==> src/rtl/ixc_rev_assign_pipe.sv <==
// Registered L->R return path with valid/ready on both sides and a 2-entry skid buffer.
// Optional parity transport and sticky error flag when IXC_REV_ASSIGN_PARITY_EN is defined.
module ixc_rev_assign_pipe #(
    parameter int WIDTH = 14,
    parameter int CNT_W = 16
) (
    input  logic             clk,
    input  logic             rst,
    input  logic [WIDTH-1:0] l_data,
    input  logic             l_valid,
    output logic             l_ready,
    output logic [WIDTH-1:0] r_data,
    output logic             r_valid,
    input  logic             r_ready,
`ifdef IXC_REV_ASSIGN_PARITY_EN
    input  logic             l_par,
    output logic             r_par,
    output logic             par_err,
`endif
    output logic [CNT_W-1:0] xfer_cnt
);

    typedef enum logic [1:0] {
        EMPTY = 2'd0,
        ONE   = 2'd1,
        TWO   = 2'd2
    } state_t;

    state_t           state;
    state_t           state_nxt;
    logic [WIDTH-1:0] skid_data_p1;
    logic             push;
    logic             pop;
    logic             ld_r_from_l;
    logic             ld_r_from_skid;
    logic             ld_skid;

    assign push = l_valid & l_ready;
    assign pop  = r_valid & r_ready;

    // State register plus the registered handshake outputs derived from the next state
    always_ff @(posedge clk or posedge rst) begin
        if (rst) begin
            state   <= EMPTY;
            r_valid <= 1'b0;
            l_ready <= 1'b0;
        end else begin
            state   <= state_nxt;
            r_valid <= (state_nxt != EMPTY);
            l_ready <= (state_nxt != TWO);
        end
    end

    always_comb begin
        state_nxt = state;
        case (state)
            EMPTY: if (push) state_nxt = ONE;
            ONE: begin
                if (push && !pop)      state_nxt = TWO;
                else if (!push && pop) state_nxt = EMPTY;
                else                   state_nxt = ONE;
            end
            TWO:     if (pop) state_nxt = ONE;
            default: state_nxt = EMPTY;
        endcase
    end

    // Datapath load selects; nothing loads without a push, so idle l_data never lands
    always_comb begin
        ld_r_from_l    = 1'b0;
        ld_r_from_skid = 1'b0;
        ld_skid        = 1'b0;
        case (state)
            EMPTY: ld_r_from_l = push;
            ONE: begin
                ld_r_from_l = push & pop;
                ld_skid     = push & ~pop;
            end
            TWO:     ld_r_from_skid = pop;
            default: ;
        endcase
    end

    // Output and skid stage
    always_ff @(posedge clk or posedge rst) begin
        if (rst) begin
            r_data       <= '0;
            skid_data_p1 <= '0;
        end else begin
            if (ld_r_from_l)         r_data <= l_data;
            else if (ld_r_from_skid) r_data <= skid_data_p1;
            if (ld_skid)             skid_data_p1 <= l_data;
        end
    end

    always_ff @(posedge clk or posedge rst) begin
        if (rst) xfer_cnt <= '0;
        else if (pop) xfer_cnt <= xfer_cnt + 1'b1;
    end

`ifdef IXC_REV_ASSIGN_PARITY_EN
    function automatic logic even_par(input logic [WIDTH-1:0] d);
        return ^d;
    endfunction

    logic skid_par_p1;

    // Parity bit rides alongside its word through both entries
    always_ff @(posedge clk or posedge rst) begin
        if (rst) begin
            r_par       <= 1'b0;
            skid_par_p1 <= 1'b0;
            par_err     <= 1'b0;
        end else begin
            if (ld_r_from_l)         r_par <= l_par;
            else if (ld_r_from_skid) r_par <= skid_par_p1;
            if (ld_skid)             skid_par_p1 <= l_par;
            if (push && (even_par(l_data) != l_par)) par_err <= 1'b1;
        end
    end
`endif

endmodule
==> config.mk <==
export PLATFORM = sky130hd
export DESIGN_NAME = ixc_rev_assign_pipe
export DESIGN_NICKNAME = d
export VERILOG_FILES = /design/src/rtl/ixc_rev_assign_pipe.sv
export SDC_FILE = /design/constraint.sdc
export NUM_CORES = 1
export LEC_CHECK = 0
export ABC_AREA = 1
export BUFFER_PORTS_ARGS = -buffer_cell sky130_fd_sc_hd__buf_2
export CAP_MARGIN = 20
export CORE_MARGIN = 10
export CORE_UTILIZATION = 50
export CTS_BUF_LIST = sky130_fd_sc_hd__clkbuf_8
export CTS_CLUSTER_SIZE = 24
export DETAILED_ROUTE_END_ITERATION = 6
export HOLD_SLACK_MARGIN = 0.02
export PLACE_DENSITY = 0.82
export SKIP_CTS_REPAIR_TIMING = 1
export SLEW_MARGIN = 5
export SYNTH_ARGS = -nofsm -noshare
export SYNTH_HDL_FRONTEND = slang
export SYNTH_SLANG_ARGS = --single-unit
==> constraint.sdc <==
create_clock -name clk -period 1.6 [get_ports clk]
set_input_delay 0.08 -clock clk [delete_from_list [all_inputs] [get_ports clk]]
set_output_delay 0.08 -clock clk [all_outputs]
set_load 0.01 [all_outputs]
; ---- Yosys cells after proc, flatten, opt, wreduce, memory -nomap -nowiden
; Index checks and enable logic that the tools add are counted.
[classes]
eq_ne = 3
reduce_logical = 7
n_mux = 10
n_bitwise = 5
add_sub_neg = 1
[op_table]
columns = op, n
row1 = 14-bit 2-to-1 mux, 2
row2 = 16-bit by 1-bit adder with 16-bit output (second input constant), 1
row3 = 2-bit 2-to-1 mux, 3
row4 = 2-bit one-hot mux with 3 select lines, 1
row5 = 1-bit AND, 4
row6 = 2-bit nonzero test, 2
row7 = 1-bit 2-to-1 mux, 3
row8 = 2-bit by 1-bit == test with 1-bit output (second input constant), 1
row9 = 2-bit == test (second input constant), 1
row10 = 1-bit logical AND, 2
row11 = 1-bit zero test, 2
row12 = 2-bit zero test, 1
row13 = 2-bit inequality test (second input constant), 1
row14 = 1-bit one-hot mux with 2 select lines, 1
row15 = 1-bit inverter, 1
[totals]
register_bits = 48
output_inout_bits = 32
inputBits = 18
wordCells = 32

; ---- Logic depth before layout (Yosys ltp)
[depth]
ltp_word = 7
depth_mapped = 8
mapped_depth_nobuf = 8

; ---- Worst setup path after synthesis
; OpenSTA, ideal clock, no wires.
[synth_path]
path_type = register -> register
start = reg xfer_cnt[1]
end = reg xfer_cnt[10]
required_time_ps = 1487
period_less_slack_ps = 1240
stages_incl_launch_ff = 9
n_path_buf = 0
path_slack_ps = 360
setup_time_ps = 113
arrival_ps = 1127
path_cell_list = dfrtp_1 -> ha_1 -> nand3_1 -> nor2_4 -> nand2_1 -> nor2_1 -> nand2_1 -> nand2_1 -> inv_1
[synth_via]
elab_chain_len = 1
[synth_lines]
columns = item, line_no
row1 = start: declaration, 20  ; output logic [CNT_W-1:0] xfer_cnt
row2 = start signal: assignment, 98  ; else if (pop) xfer_cnt <= xfer_cnt + 1'b1;
row3 = 16-bit by 1-bit adder with 16-bit output, 98
; No other way between the ends.
; A chain may end at the register's enable or synchronous reset.

; ---- Final worst setup path
[layout_path]
start = reg xfer_cnt[0]
end = reg xfer_cnt[12]
; Same word-level chain as after synthesis.

==> out/results.txt <==
For the total wire length after detailed routing, the log shows 4950 µm. Counting every sink on the clock net gives 48. The cell area after layout was 2660 µm². The run finished with clean final reports.

The cell area that synthesis handed to floorplanning was 2240 µm². The standard-cell row count was 24; the xor and xnor fraction of the mapped netlist area was 4.69%. STA puts the critical path data arrival time at 1.53 ns.

The synthesized netlist devotes 0.558% of its cell area to adder and majority cells. The tightest min-delay check is of the in -> reg type. The net count of the finished layout is 317. The worst register-to-register path ends at xfer_cnt[12]. Combinational logic burns 35.5% of the power. By count the netlist is led by nand2_1 (67), dfrtp_1 (48), inv_1 (29). After layout, the minimum clock period comes to 1.31 ns. The register bit count reported by yosys works out to 48. In this run the remaining antenna-violating nets after routing total 0.

The worst register-to-register path has a setup slack of 0.29 ns. At the worst endpoint, the required time is 1.83 ns. By area, the combinational part of the netlist is dominated by simple AND/OR/NAND/NOR gates. Summing all placed instances gives a cell area of 2530 µm². The most used flip-flop cell after synthesis is dfrtp_1. The tools report the category of the worst setup path launch point as a flip-flop. The post-route fraction of the period consumed by the critical path came out at 81.7%. In this run the tightest slew margin relative to its limit is 66.4%.

Pin placement for this block handled 50 I/O pins. The tools report the maximum level of the CTS H-tree as 2. At the end of routability-driven placement, the weighted congestion stood at 0.836. The later-pin clock latency in the skew report was 0.30 ns.

The clock network burns 21.0% of the power. The share of async-settable or async-resettable flops after synthesis was 100%. A synthesized cell averages 9.15 µm². The tools report the number of CTS-inserted buffers as 5. The most common cell in the synthesized netlist was nand2_1.

By area the synthesized netlist is led by dfrtp_1 (54%), nand2_1 (11%), o211ai_2 (5.6%). In this run the worst path has a maximum fanout of 4. The routed via count divided by cell count was 5.07.

In this run the most critical hold path is launched from l_data[0]. The count of unique library cells instantiated by Yosys is 23, and the diode insertion count for antenna repair is 0. The critical path is of the reg -> reg type. The number of global-route vias before repair is 1855. After clock tree synthesis, the clock-pin slew on the worst setup and hold paths is 0.09 ns.

After detailed routing, the number of remaining DRC violations is 0. Timing would allow up to 765 MHz. TritonCTS built the clock tree. The die covers 7560 µm².

The critical path ends at xfer_cnt[12]. The proportion of synthesized area in mux cells is 0%. Cell internal power was estimated by the tool at 2.87 mW. For this run, the detailed router's first-pass iteration total came to 5. The HPWL after detailed placement is 3620 µm. For the pin with the worst max-slew slack, the measured transition is 0.504 ns. The number of antenna violations at the first check in global routing was 0. The startpoint identified for the worst register-to-register timing path is xfer_cnt[0]. The final sum of negative setup slack was 0 ns; the wire length per cell was 14.1 µm. The core region is 4350 µm². The final hold slack came out at 0.0257 ns. The tools report the endpoint type of the worst setup path as a flip-flop.

The starting utilization of the core area is 51.5%, and the cell leakage power is 1.48 nW. The number of endpoints with negative hold slack in the final report was 0. After synthesis, the largest area contributor takes up 53.6% of total cell area.

The run gives 53.6% as the sequential area share after synthesis. The number of synthesized flops with an enable pin is 0, and the total routing resource utilization after global routing is 13.5%. Fraction of layout cells with a size suffix above 1: 28.4%. After technology mapping, the gate count stands at 245.

The via total after detailed routing is 1781. The root buffer selected by CTS is clkbuf_8. Setup repair after global routing left no endpoint under its margin. For this run, the number of Yosys warnings is 0. The die is 87.0 µm tall. The run gives 0 as the overall overflow remaining after global route. The post-synthesis share of cell area spent on and, or, nand and nor gates came out at 23.1%. The chip width was 87.0 µm; the number of pins with negative max-slew slack in the final report was 0. Including well taps, the total number of placed cells is 342. The number of buffers between clock root and the deepest sink is 2, and the final clock skew is 0.00632 ns. The count of routing violations after the opening detailed-route iteration was 126. Registers are responsible for 43.5% of the overall power. Setup violations remaining at the end of the flow were counted as 0. Count of buffers from port buffering: 49. The cell area power density was 1710 nW/µm². Of the total power, the share spent switching nets is 37.1%. The biggest area contributor in the post-synthesis netlist is dfrtp_1.

The number of nets produced by synthesis is 264, and the area added between synthesis and finish is 18.7%. The beginning of the critical path was xfer_cnt[0]. The max-capacitance violation count was 0; the post-synthesis compound-gate area fraction was 9.99%. For the number of non-filler instances in the completed layout, the log shows 351. For the worst flop-to-flop path, the logic depth is 6.

Across the VDD grid, the largest voltage drop is 0.889 mV. The tools report the net switching component of the power as 1.69 mW. Entering global routing, the biggest net connects 29 pins. The first global-routing pass estimated 8360 µm of wire.
-- cells by family after synthesis --
kind of cell,count (synthesis)
DFF,48
buffers and inverters,40
and+or+nand+nor,116
xor gates and xnor gates,12
adders and majority gates,1
AOI/OAI and AO/OA,28
-- worst max-delay path, cell delays in order (launching register included) --
cell,delay (ns)
dfrtp_1,0.41
ha_1,0.19
nand3_1,0.12
nor2_4,0.13
nand2_1,0.11
nor2_1,0.13
xor2_1,0.14
-- power by group through the flow --
stage | combinational, mW | sequential (mW) | clock, mW
global route | 1.83 | 2.04 | 1.02
global placement | 1.59 | 1.98 | 0
detailed placement | 1.65 | 2.00 | 0
CTS | 1.66 | 1.98 | 0.969
floorplan | 1.07 | 2.09 | 0
finish | 1.62 | 1.98 | 0.958
-- state kept, by name (all words and copies together), names as in the netlist --
| name | cells |
|---|---|
| xfer_cnt | 16 |
| r_data | 14 |
| skid_data_p1 | 14 |
| state | 2 |
| l_ready | 1 |
| r_valid | 1 |
-- layout make-up --
class | count | area [µm²]
Clock buffer | 7 | 96.3
Sequential cell | 48 | 1200
Tap cell | 52 | 65.1
Fill cell | 382 | 1690
Inverter | 34 | 128
Timing Repair Buffer | 52 | 283
Clock inverter | 1 | 30.0
Multi-Input combinational cell | 157 | 860
-- stage by stage --
step	power [mW]	utilization, %	setup WS [ns]
final	4.56	61.1	0.293
after CTS	4.61	60.9	0.285
after floorplan	3.16	-	0.360
after global routing	4.89	61.1	0.152
after global placement	3.57	58.0	0.344
after detailed placement	3.65	58.0	0.306
-- worst min path at each step --
stage	slack, ns	endpoint	cells after the start
5_1_grt	0.04	skid_data_p1[0]	3
3_5_place_dp	0.14	xfer_cnt[3]	2
3_3_place_gp	0.13	xfer_cnt[2]	2
6_report	0.03	skid_data_p1[0]	3
4_1_cts	-0.19	skid_data_p1[8]	2
2_1_floorplan	0.22	skid_data_p1[0]	2
-- layer usage --
layer / vias to the layer above / wire length, µm / GRT usage (%)
met4: 0 / 64 / 4.57
met2: 41 / 2500 / 22.9
li1: 878 / - / -
met3: 6 / 326 / 4.40
met5: - / 0 / 0
met1: 856 / 2060 / 15.6
-- cells in the final DEF, fill, tap and decap left out, drive strengths merged --
cell type	count
nand3	21
inv	34
nor3	1
nand2	73
xnor2	4
bufinv	1
o21bai	1
dfrtp	48
ha	1
clkbuf	7
o211ai	11
a31oi	3
buf	51
xor2	8
dlygate4sd3	1
nor2	21
o21ai	13
Note: power is estimated with default switching activity, not from simulation.
